File: src/rtl/bf16_norm_pack.sv
// bf16_norm_pack: back end of the bfloat16 adder.
// Takes the 11-bit significand sum with its sign and exponent from the add stage.
// Normalizes the sum one bit per cycle, rounds to nearest-even, and packs a
// bfloat16 word. Input and output use valid/ready handshakes, and only one
// operation is in flight at a time.
module bf16_norm_pack #(
  parameter int EXP_W = 8,
  parameter int MAN_W = 7
) (
  input  logic                   clk,
  input  logic                   rst_n,
  input  logic                   in_valid,
  output logic                   in_ready,
  input  logic                   in_sign,
  input  logic [EXP_W-1:0]       in_exp,
  input  logic [MAN_W+3:0]       in_sum,
  output logic                   out_valid,
  input  logic                   out_ready,
  output logic [EXP_W+MAN_W:0]   out_result,
  output logic                   out_ovf,
  output logic                   out_unf
);

  // SW: sum width = carry + hidden + fraction + guard + sticky
  localparam int SW = MAN_W + 4;
  // XW: one extra exponent bit so that overflow past the all-ones code stays visible
  localparam int XW = EXP_W + 1;
  localparam int RW = EXP_W + MAN_W + 1;

  localparam logic [XW-1:0] EXP_ZERO = {XW{1'b0}};
  localparam logic [XW-1:0] EXP_ONE  = {{(XW-1){1'b0}}, 1'b1};
  localparam logic [XW-1:0] EXP_MAX  = {1'b0, {EXP_W{1'b1}}};
  localparam logic [SW-1:0] SUM_ZERO = {SW{1'b0}};

  typedef enum logic [1:0] {
    ST_IDLE  = 2'd0,
    ST_NORM  = 2'd1,
    ST_ROUND = 2'd2,
    ST_OUT   = 2'd3
  } state_t;

  // Round-to-nearest-even decision: guard set, and either sticky or lsb set
  function automatic logic round_up_f(input logic [SW-1:0] sum);
    round_up_f = sum[1] & (sum[0] | sum[2]);
  endfunction

  // Signed zero word, used for zero results and for flush-to-zero
  function automatic logic [RW-1:0] zero_word_f(input logic sign);
    zero_word_f = {sign, {(EXP_W+MAN_W){1'b0}}};
  endfunction

  // Signed infinity word, used on overflow
  function automatic logic [RW-1:0] inf_word_f(input logic sign);
    inf_word_f = {sign, {EXP_W{1'b1}}, {MAN_W{1'b0}}};
  endfunction

  state_t          state_r, state_s;
  logic            sign_r, sign_s;
  logic [XW-1:0]   exp_r, exp_s;
  logic [SW-1:0]   sum_r, sum_s;
  logic [RW-1:0]   result_r, result_s;
  logic            ovf_r, ovf_s;
  logic            unf_r, unf_s;
  logic            valid_r;
  logic            ready_r;

  // Rounding datapath. These signals are only consumed in ROUND.
  logic            rnd_s;
  logic [SW-1:0]   sum_rnd_s;
  logic            rnd_carry_s;
  logic [XW-1:0]   exp_rnd_s;
  logic [MAN_W-1:0] frac_rnd_s;

  assign rnd_s       = round_up_f(sum_r);
  assign sum_rnd_s   = sum_r + {{(SW-3){1'b0}}, rnd_s, 2'b00};
  assign rnd_carry_s = sum_rnd_s[SW-1];
  assign exp_rnd_s   = exp_r + {{(XW-1){1'b0}}, rnd_carry_s};
  // A rounding carry leaves 1.000..., so the stored fraction is zero
  assign frac_rnd_s  = rnd_carry_s ? {MAN_W{1'b0}} : sum_rnd_s[SW-3:2];

  // Next-state and datapath update: capture, one normalize step, round, hold output
  always_comb begin
    state_s  = state_r;
    sign_s   = sign_r;
    exp_s    = exp_r;
    sum_s    = sum_r;
    result_s = result_r;
    ovf_s    = ovf_r;
    unf_s    = unf_r;
    case (state_r)
      ST_IDLE: begin
        if (in_valid && ready_r) begin
          sign_s  = in_sign;
          exp_s   = {1'b0, in_exp};
          sum_s   = in_sum;
          ovf_s   = 1'b0;
          unf_s   = 1'b0;
          state_s = ST_NORM;
        end else begin
          state_s = ST_IDLE;
        end
      end
      ST_NORM: begin
        // A zero exponent can only be seen here on the first NORM cycle,
        // because a left shift always stops at exponent 1.
        if ((exp_r == EXP_ZERO) || (sum_r == SUM_ZERO)) begin
          result_s = zero_word_f(sign_r);
          unf_s    = (sum_r != SUM_ZERO);
          state_s  = ST_OUT;
        end else if (exp_r == EXP_MAX) begin
          // inf/NaN exponent passes through without rounding
          result_s = {sign_r, exp_r[EXP_W-1:0], sum_r[SW-3:2]};
          state_s  = ST_OUT;
        end else if (sum_r[SW-1]) begin
          // Carry out: shift right and fold the dropped bit into sticky
          sum_s   = {1'b0, sum_r[SW-1:2], sum_r[1] | sum_r[0]};
          exp_s   = exp_r + EXP_ONE;
          state_s = ST_ROUND;
        end else if (sum_r[SW-2]) begin
          state_s = ST_ROUND;
        end else if (exp_r == EXP_ONE) begin
          // Another left shift would go subnormal, so flush to zero instead
          result_s = zero_word_f(sign_r);
          unf_s    = 1'b1;
          state_s  = ST_OUT;
        end else begin
          sum_s   = {sum_r[SW-2:0], 1'b0};
          exp_s   = exp_r - EXP_ONE;
          state_s = ST_NORM;
        end
      end
      ST_ROUND: begin
        if (exp_rnd_s >= EXP_MAX) begin
          result_s = inf_word_f(sign_r);
          ovf_s    = 1'b1;
        end else begin
          result_s = {sign_r, exp_rnd_s[EXP_W-1:0], frac_rnd_s};
        end
        state_s = ST_OUT;
      end
      ST_OUT: begin
        if (out_ready) begin
          state_s = ST_IDLE;
        end else begin
          state_s = ST_OUT;
        end
      end
      default: begin
        state_s = ST_IDLE;
      end
    endcase
  end

  // State, datapath and registered handshake outputs, with synchronous reset
  always_ff @(posedge clk) begin
    if (!rst_n) begin
      state_r  <= ST_IDLE;
      sign_r   <= 1'b0;
      exp_r    <= EXP_ZERO;
      sum_r    <= SUM_ZERO;
      result_r <= {RW{1'b0}};
      ovf_r    <= 1'b0;
      unf_r    <= 1'b0;
      valid_r  <= 1'b0;
      ready_r  <= 1'b1;
    end else begin
      state_r  <= state_s;
      sign_r   <= sign_s;
      exp_r    <= exp_s;
      sum_r    <= sum_s;
      result_r <= result_s;
      ovf_r    <= ovf_s;
      unf_r    <= unf_s;
      valid_r  <= (state_s == ST_OUT);
      ready_r  <= (state_s == ST_IDLE);
    end
  end

  assign in_ready   = ready_r;
  assign out_valid  = valid_r;
  assign out_result = result_r;
  assign out_ovf    = ovf_r;
  assign out_unf    = unf_r;

endmodule
File: config.mk
export PLATFORM = sky130hd
export DESIGN_NAME = bf16_norm_pack
export DESIGN_NICKNAME = d
export VERILOG_FILES = /design/src/rtl/bf16_norm_pack.sv
export SDC_FILE = /design/constraint.sdc
export NUM_CORES = 1
export LEC_CHECK = 0
export ABC_CLOCK_PERIOD_IN_PS = 6600
export CAP_MARGIN = 20
export CORE_MARGIN = 2
export CORE_UTILIZATION = 46
export CTS_BUF_LIST = sky130_fd_sc_hd__clkbuf_2 sky130_fd_sc_hd__clkbuf_4 sky130_fd_sc_hd__clkbuf_8
export CTS_CLUSTER_SIZE = 10
export DETAILED_ROUTE_END_ITERATION = 10
export PLACE_DENSITY_LB_ADDON = 0.08
export REMOVE_ABC_BUFFERS = 1
export SKIP_LAST_GASP = 1
export SLEW_MARGIN = 0
export SYNTH_ARGS = -nofsm -noshare
export SYNTH_HDL_FRONTEND = slang
export SYNTH_SLANG_ARGS = --single-unit
File: constraint.sdc
create_clock -name clk -period 6.6 [get_ports clk]
set_clock_uncertainty 0.2 [all_clocks]
set_input_delay 1.65 -clock clk [delete_from_list [all_inputs] [get_ports clk]]
set_output_delay 1.65 -clock clk [all_outputs]
set_load 0.005 [all_outputs]
# Yosys cells after proc, flatten, opt, wreduce, memory -nomap -nowiden
# Cells that the tools add are included.
dict set report word_totals {
  ff_bits 43
  wordCells 92
  output_inout_bits 20
  in_bits 24
}
dict set report classes {
  n_eq_ne 19
  n_mux 39
  n_bitwise 3
  magnitude_cmp 1
  n_reduce_logical 16
  addsub 4
}
# op count
set op_table {}
lappend op_table {{$mux 16} 5}
lappend op_table {{$mux 9} 6}
lappend op_table {{$mux 11} 3}
lappend op_table {{$pmux 16 s2} 1}
lappend op_table {{$mux 10} 3}
lappend op_table {{$pmux 11 s2} 1}
lappend op_table {{$ne 3x3->1 const B} 6}
lappend op_table {{$pmux 9 s2} 1}
lappend op_table {{$mux 15} 1}
lappend op_table {{$mux 2} 6}
lappend op_table {{$ne 4x4->1 const B} 3}
lappend op_table {{$reduce_and 6->1} 2}
lappend op_table {{$add 11x3->11} 1}
lappend op_table {{$logic_not 11->1} 1}
lappend op_table {{$reduce_bool 11->1} 1}
lappend op_table {{$add 9x1->9} 1}
lappend op_table {{$add 9x1->9 const B} 1}
lappend op_table {{$eq 9x1->1 const B} 1}
lappend op_table {{$eq 9x8->1 const B} 1}
lappend op_table {{$ge 9x8->1 const B} 1}
lappend op_table {{$logic_not 9->1} 1}
lappend op_table {{$sub 9x1->9 const B} 1}
lappend op_table {{$mux 1} 8}
lappend op_table {{$ne 2x2->1 const B} 4}
lappend op_table {{14 further kinds} 22}

# Longest topological paths before layout
dict set report logic_depth {
  ltp_word 8
  ltp_mapped 14
  ltp_nobuf 14
}

# Worst setup path after synthesis
# No wires, ideal clock.
dict set report synth_path {
  path_kind {register -> register}
  start {register sum_r[2]}
  end {register result_r[12] (netlist: out_result[12])}
  arrival_time_ps 2895
  setup_slack_ps 3383
  stages_incl_launch_ff 15
  synth_period_minus_slack_ps 3217
  setup_time_ps 122
  cell_sequence {dfxtp_1 -> and2_1 -> ha_1 -> nand3_1 -> nor3_1 -> xnor2_1 -> inv_1 -> ha_1 -> ha_1 -> nand3_1 -> nor2_1 -> xnor2_1 -> or3b_2 -> a22oi_1 -> a21oi_1}
}
dict set report synth_between {
  elab_chain_len 7
  elab_cells_between_ends 14
  cone_classes {2 x add/sub; 1 x order compare; 3 x eq/ne; 3 x mux; 2 x bitwise; 3 x reduce/logical}
}
# element line
set synth_lines {}
lappend synth_lines {{start: declaration} 60} ;# logic [SW-1:0] sum_r, sum_s;
lappend synth_lines {{start signal: assignment} 170} ;# sum_r <= sum_s;
lappend synth_lines {{$or 1x1->1} 44} ;# round_up_f = sum[1] & (sum[0] | sum[2]);
lappend synth_lines {{$and 1x1->1} 44}
lappend synth_lines {{$add 11x3->11} 75} ;# assign sum_rnd_s = sum_r + {{(SW-3){1'b0}}, rnd_s, 2'b00};
lappend synth_lines {{$add 9x1->9} 77} ;# assign exp_rnd_s = exp_r + {{(XW-1){1'b0}}, rnd_carry_s};
lappend synth_lines {{$ge 9x8->1} 133} ;# if (exp_rnd_s >= EXP_MAX) begin
lappend synth_lines {{$mux 15} 133}
lappend synth_lines {{$pmux 16 s2} 90} ;# case (state_r)
lappend synth_lines {{end signal: assignment} 161} ;# result_r <= {RW{1'b0}};
lappend synth_lines {{end signal: assignment} 171} ;# result_r <= result_s;
lappend synth_lines {{end: declaration} 61} ;# logic [RW-1:0] result_r, result_s;
# Several ways; a longest one is shown, not always the timed one.
# A chain may end at the register's enable or synchronous reset.

# Worst setup path in the final report
dict set report layout_path {
  start {input in_valid}
  end {register exp_r[0]}
}
dict set report layout_between {
  elab_chain_len 3
}
# element line
set layout_lines {}
lappend layout_lines {{start: declaration} 12} ;# input logic in_valid,
lappend layout_lines {{$logic_and 1x1->1} 92} ;# if (in_valid && ready_r) begin
lappend layout_lines {{$ne 2x2->1 (no source line)} n/a}
lappend layout_lines {{$reduce_and 6->1 (no source line)} n/a}
lappend layout_lines {{end signal: assignment} 169} ;# exp_r <= exp_s;
lappend layout_lines {{end: declaration} 59} ;# logic [XW-1:0] exp_r, exp_s;
# Every way passes these cells.

==> results.sh <==
export IMPL_status="finished clean"
export IMPL_dp_hpwl_um=5120
export IMPL_ff_latch_area_um2=861
export IMPL_yosysUniqueCellTypes=62
export IMPL_setup_viol=0
export IMPL_synthArstFlopShare_pct=0
export IMPL_grt_busiest_layer="met2"
export IMPL_tritoncts="yes"
export IMPL_holdBufCountCts=0
export IMPL_io_pins=44
export IMPL_clk_pin_slew_worst_paths_ns=0.08
export IMPL_critPathMaxStageDelay_ns=0.82
export IMPL_clkPwrFrac_pct=23.4
export IMPL_worstPathMaxFanout=30
export IMPL_tightest_slew_ns=1.05
export IMPL_grt_pass1_vias=2523
export IMPL_crit_chain="clkdlybuf4s50_1 > nand3_1 > nand2_1 > o21a_1 > o21ai_1 > a221oi_2"
export IMPL_relSlewSlack_pct=29.3
export IMPL_vias_per_cell=5.88
export IMPL_swShare_pct=36.1
export IMPL_gr_total_overflow=0
export IMPL_rsz0062_at_grt="no"
export IMPL_syn_inst=373
export IMPL_final_hold_viol_count=0
export IMPL_root_buffer="clkbuf_8"
export IMPL_layout_cells_most_common_list="dfxtp_1 (43), clkdlybuf4s50_1 (43), nand2_1 (32), nor2_1 (31), a21oi_1 (29)"
export IMPL_nNetsFinal=432
export IMPL_cts_sinks=43
export IMPL_internal_power_uw=465
export IMPL_syn_area_um2=2910
export IMPL_die_h_um=83.5
export IMPL_pwr_density_cell_nw_per_um2=215
export IMPL_placementRows=28
export IMPL_place_inst=464
export IMPL_crit_family="compound AO/OA/AOI/OAI gates"
export IMPL_gp_congestion=0.934
export IMPL_drv_cap=0
export IMPL_avgSynthCellArea_um2=7.79
export IMPL_slew_violations=0
export IMPL_syn_to_final_growth_pct=16.8
export IMPL_ys_seq_area_share_pct=29.6
export IMPL_period_needed_ns=3.90
export IMPL_worst_setup_path_end_kind="flip-flop"
export IMPL_p_switching_uw=263
export IMPL_ctsLongestPathBuffers=2
export IMPL_routed_via_count=2774
export IMPL_wire_per_inst_um=15.2
export IMPL_final_layout_size_suffix_gt1_share_pct=6.80
export IMPL_synth_seq_cells=43
export IMPL_ir_drop_v=0.000101
export IMPL_clock_latency_ns=0.30
export IMPL_fillers=581
export IMPL_fin_crit_sh_pct=59.1
export IMPL_p_leak_nw=1.22
export IMPL_post_cts_buffers=0
export IMPL_htreeDepth=2
export IMPL_pwr_share_comb_pct=31.8
export IMPL_ys_warn_count=0
export IMPL_crit_buf_inv=1
export IMPL_critPathKind="in2reg"
export IMPL_fmax_mhz=256
export IMPL_cpMaxStageDelayCell="o21a_1"
export IMPL_multi_input_area_um2=1850
export IMPL_remaining_drc_errors=0
export IMPL_synth_ff_type="dfxtp_1"
export IMPL_antenna_left=0
export IMPL_p_seq_share_pct=44.8
export IMPL_wirelength_um=7180
export IMPL_grt_max_degree=31
export IMPL_numCtsBuffers=5
export IMPL_antenna_found_initial=0
export IMPL_cp_required_ns=6.60
export IMPL_start_util_pct=48.2
export IMPL_design_die_area_um2=6970
export IMPL_drtIter0Drc=200
export IMPL_grt_pass1_wl_um=12600
export IMPL_synth_edf_count=0
export IMPL_die_w_um=83.5
export IMPL_drt_pass1_iter_count=4
export IMPL_fin_setup_tns_ns=0
export IMPL_hp_class="reg2reg"
export IMPL_met3_usage_pct=4.15
export IMPL_gr_usage_all_layers_pct=21.4
export IMPL_portBuffers=43
export IMPL_core_um2=6030
export IMPL_diodes=0
export IMPL_crit_arrival_ns=3.90
export IMPL_startpoint_type="input pin"
export IMPL_grt_met2_usage_pct=33.3
export IMPL_grt_met1_usage_pct=31.2
export IMPL_layout_cells_non_filler=472
export IMPL_cts_resized_gates=0
synthesized netlist by cell type (2+ instances only):
cell type / instances / area, um^2
o21bai_1: 2 / 15.0
dfxtp_1: 43 / 861
or3_1: 2 / 12.5
o21ai_1: 8 / 40.0
inv_1: 13 / 48.8
a211oi_1: 9 / 67.6
nor2b_1: 3 / 18.8
or4b_1: 2 / 20.0
clkbuf_1: 19 / 71.3
o31ai_1: 5 / 37.5
ha_1: 12 / 150
o2111ai_1: 2 / 17.5
mux2i_1: 5 / 50.1
nor3b_1: 3 / 22.5
nor3_1: 15 / 75.1
a221oi_1: 8 / 70.1
nand3_1: 18 / 90.1
xor2_1: 4 / 35.0
nor3_2: 2 / 20.0
a21oi_1: 29 / 145
nor2_2: 2 / 12.5
o21ai_2: 2 / 17.5
buf_2: 6 / 30.0
nor2_1: 31 / 116
xnor2_1: 11 / 96.3
a21boi_0: 2 / 15.0
o21ai_0: 15 / 75.1
or4_4: 3 / 33.8
a31oi_1: 3 / 18.8
and3_1: 9 / 56.3
o22ai_1: 5 / 31.3
nand4_1: 3 / 18.8
nor4_1: 2 / 12.5
a22oi_1: 10 / 75.1
o21a_1: 4 / 30.0
buf_6: 3 / 33.8
nand2_1: 32 / 120
o32ai_1: 2 / 17.5
power groups by stage:
stage / Combinational [mW] / Sequential, mW / Clock (mW)
after detailed placement: 0.231 / 0.332 / 0
after global placement: 0.228 / 0.331 / 0
after CTS: 0.232 / 0.325 / 0.177
final: 0.232 / 0.326 / 0.171
after floorplan: 0.166 / 0.320 / 0
after global routing: 0.259 / 0.332 / 0.191
layout make-up:
type	instances	share of cell area, %
Multi-Input combinational cell	287	54.6
Sequential cell	43	25.4
Timing Repair Buffer	45	13.1
Tap cell	75	2.76
Clock buffer	6	2.25
Inverter	14	1.55
Clock inverter	2	0.369
cell families (layout without fill, tap and decap cells):
logic type | Yosys count | in the layout | share of synthesized area (%)
simple gates | 138 | 138 | 25.1
compound gates | 116 | 116 | 26.9
flops | 43 | 43 | 29.6
buf+inv | 43 | 67 | 6.59
xor+xnor | 15 | 15 | 4.52
fa+ha+maj | 12 | 12 | 5.17
mux | 6 | 6 | 2.11
sequential cells by signal, summed over array words and instances, names as in the netlist:
| signal | flops |
|---|---|
| out_result | 16 |
| sign_r | 1 |
| out_valid | 1 |
| out_ovf | 1 |
| exp_r | 9 |
| state_r | 2 |
| in_ready | 1 |
| out_unf | 1 |
| sum_r | 11 |
final timing paths:
| kind | from | endpoint | slack (ns) | cells after the start |
|---|---|---|---|---|
| hold reg to reg | out_result[11] | out_result[11] | 0.27 | 2 |
| hold / removal | out_result[11] | out_result[11] | 0.27 | 2 |
| setup reg to reg | sum_r[2] | out_result[12] | 2.83 | 14 |
| setup / recovery | in_valid | exp_r[0] | 2.70 | 6 |
tightest hold or removal path: stages, from the launching register on:
cell     delay [ns]
dfxtp_1        0.31
nand2_1        0.05
o22ai_1        0.06
per-layer routing:
| layer | vias up | share of wire, % |
|---|---|---|
| li1 | 1414 | - |
| met4 | 0 | 0.35 |
| met1 | 1275 | 48 |
| met2 | 81 | 45 |
| met5 | - | 0 |
| met3 | 4 | 6.4 |
stage by stage:
stage          utilization [%]  power [mW]  cell area (um^2)  setup slack, ns  hold slack, ns
2_1_floorplan                -       0.485              2770             3.26           0.263
3_3_place_gp              54.9       0.559              3310             2.43           0.257
3_5_place_dp              54.9       0.563              3310             2.38           0.263
4_1_cts                   56.3       0.735              3390             2.69           0.277
5_1_grt                   56.3       0.782              3390             2.51           0.295
6_report                  56.3       0.729              3390             2.70           0.274
(Power assumes the default switching activity.)
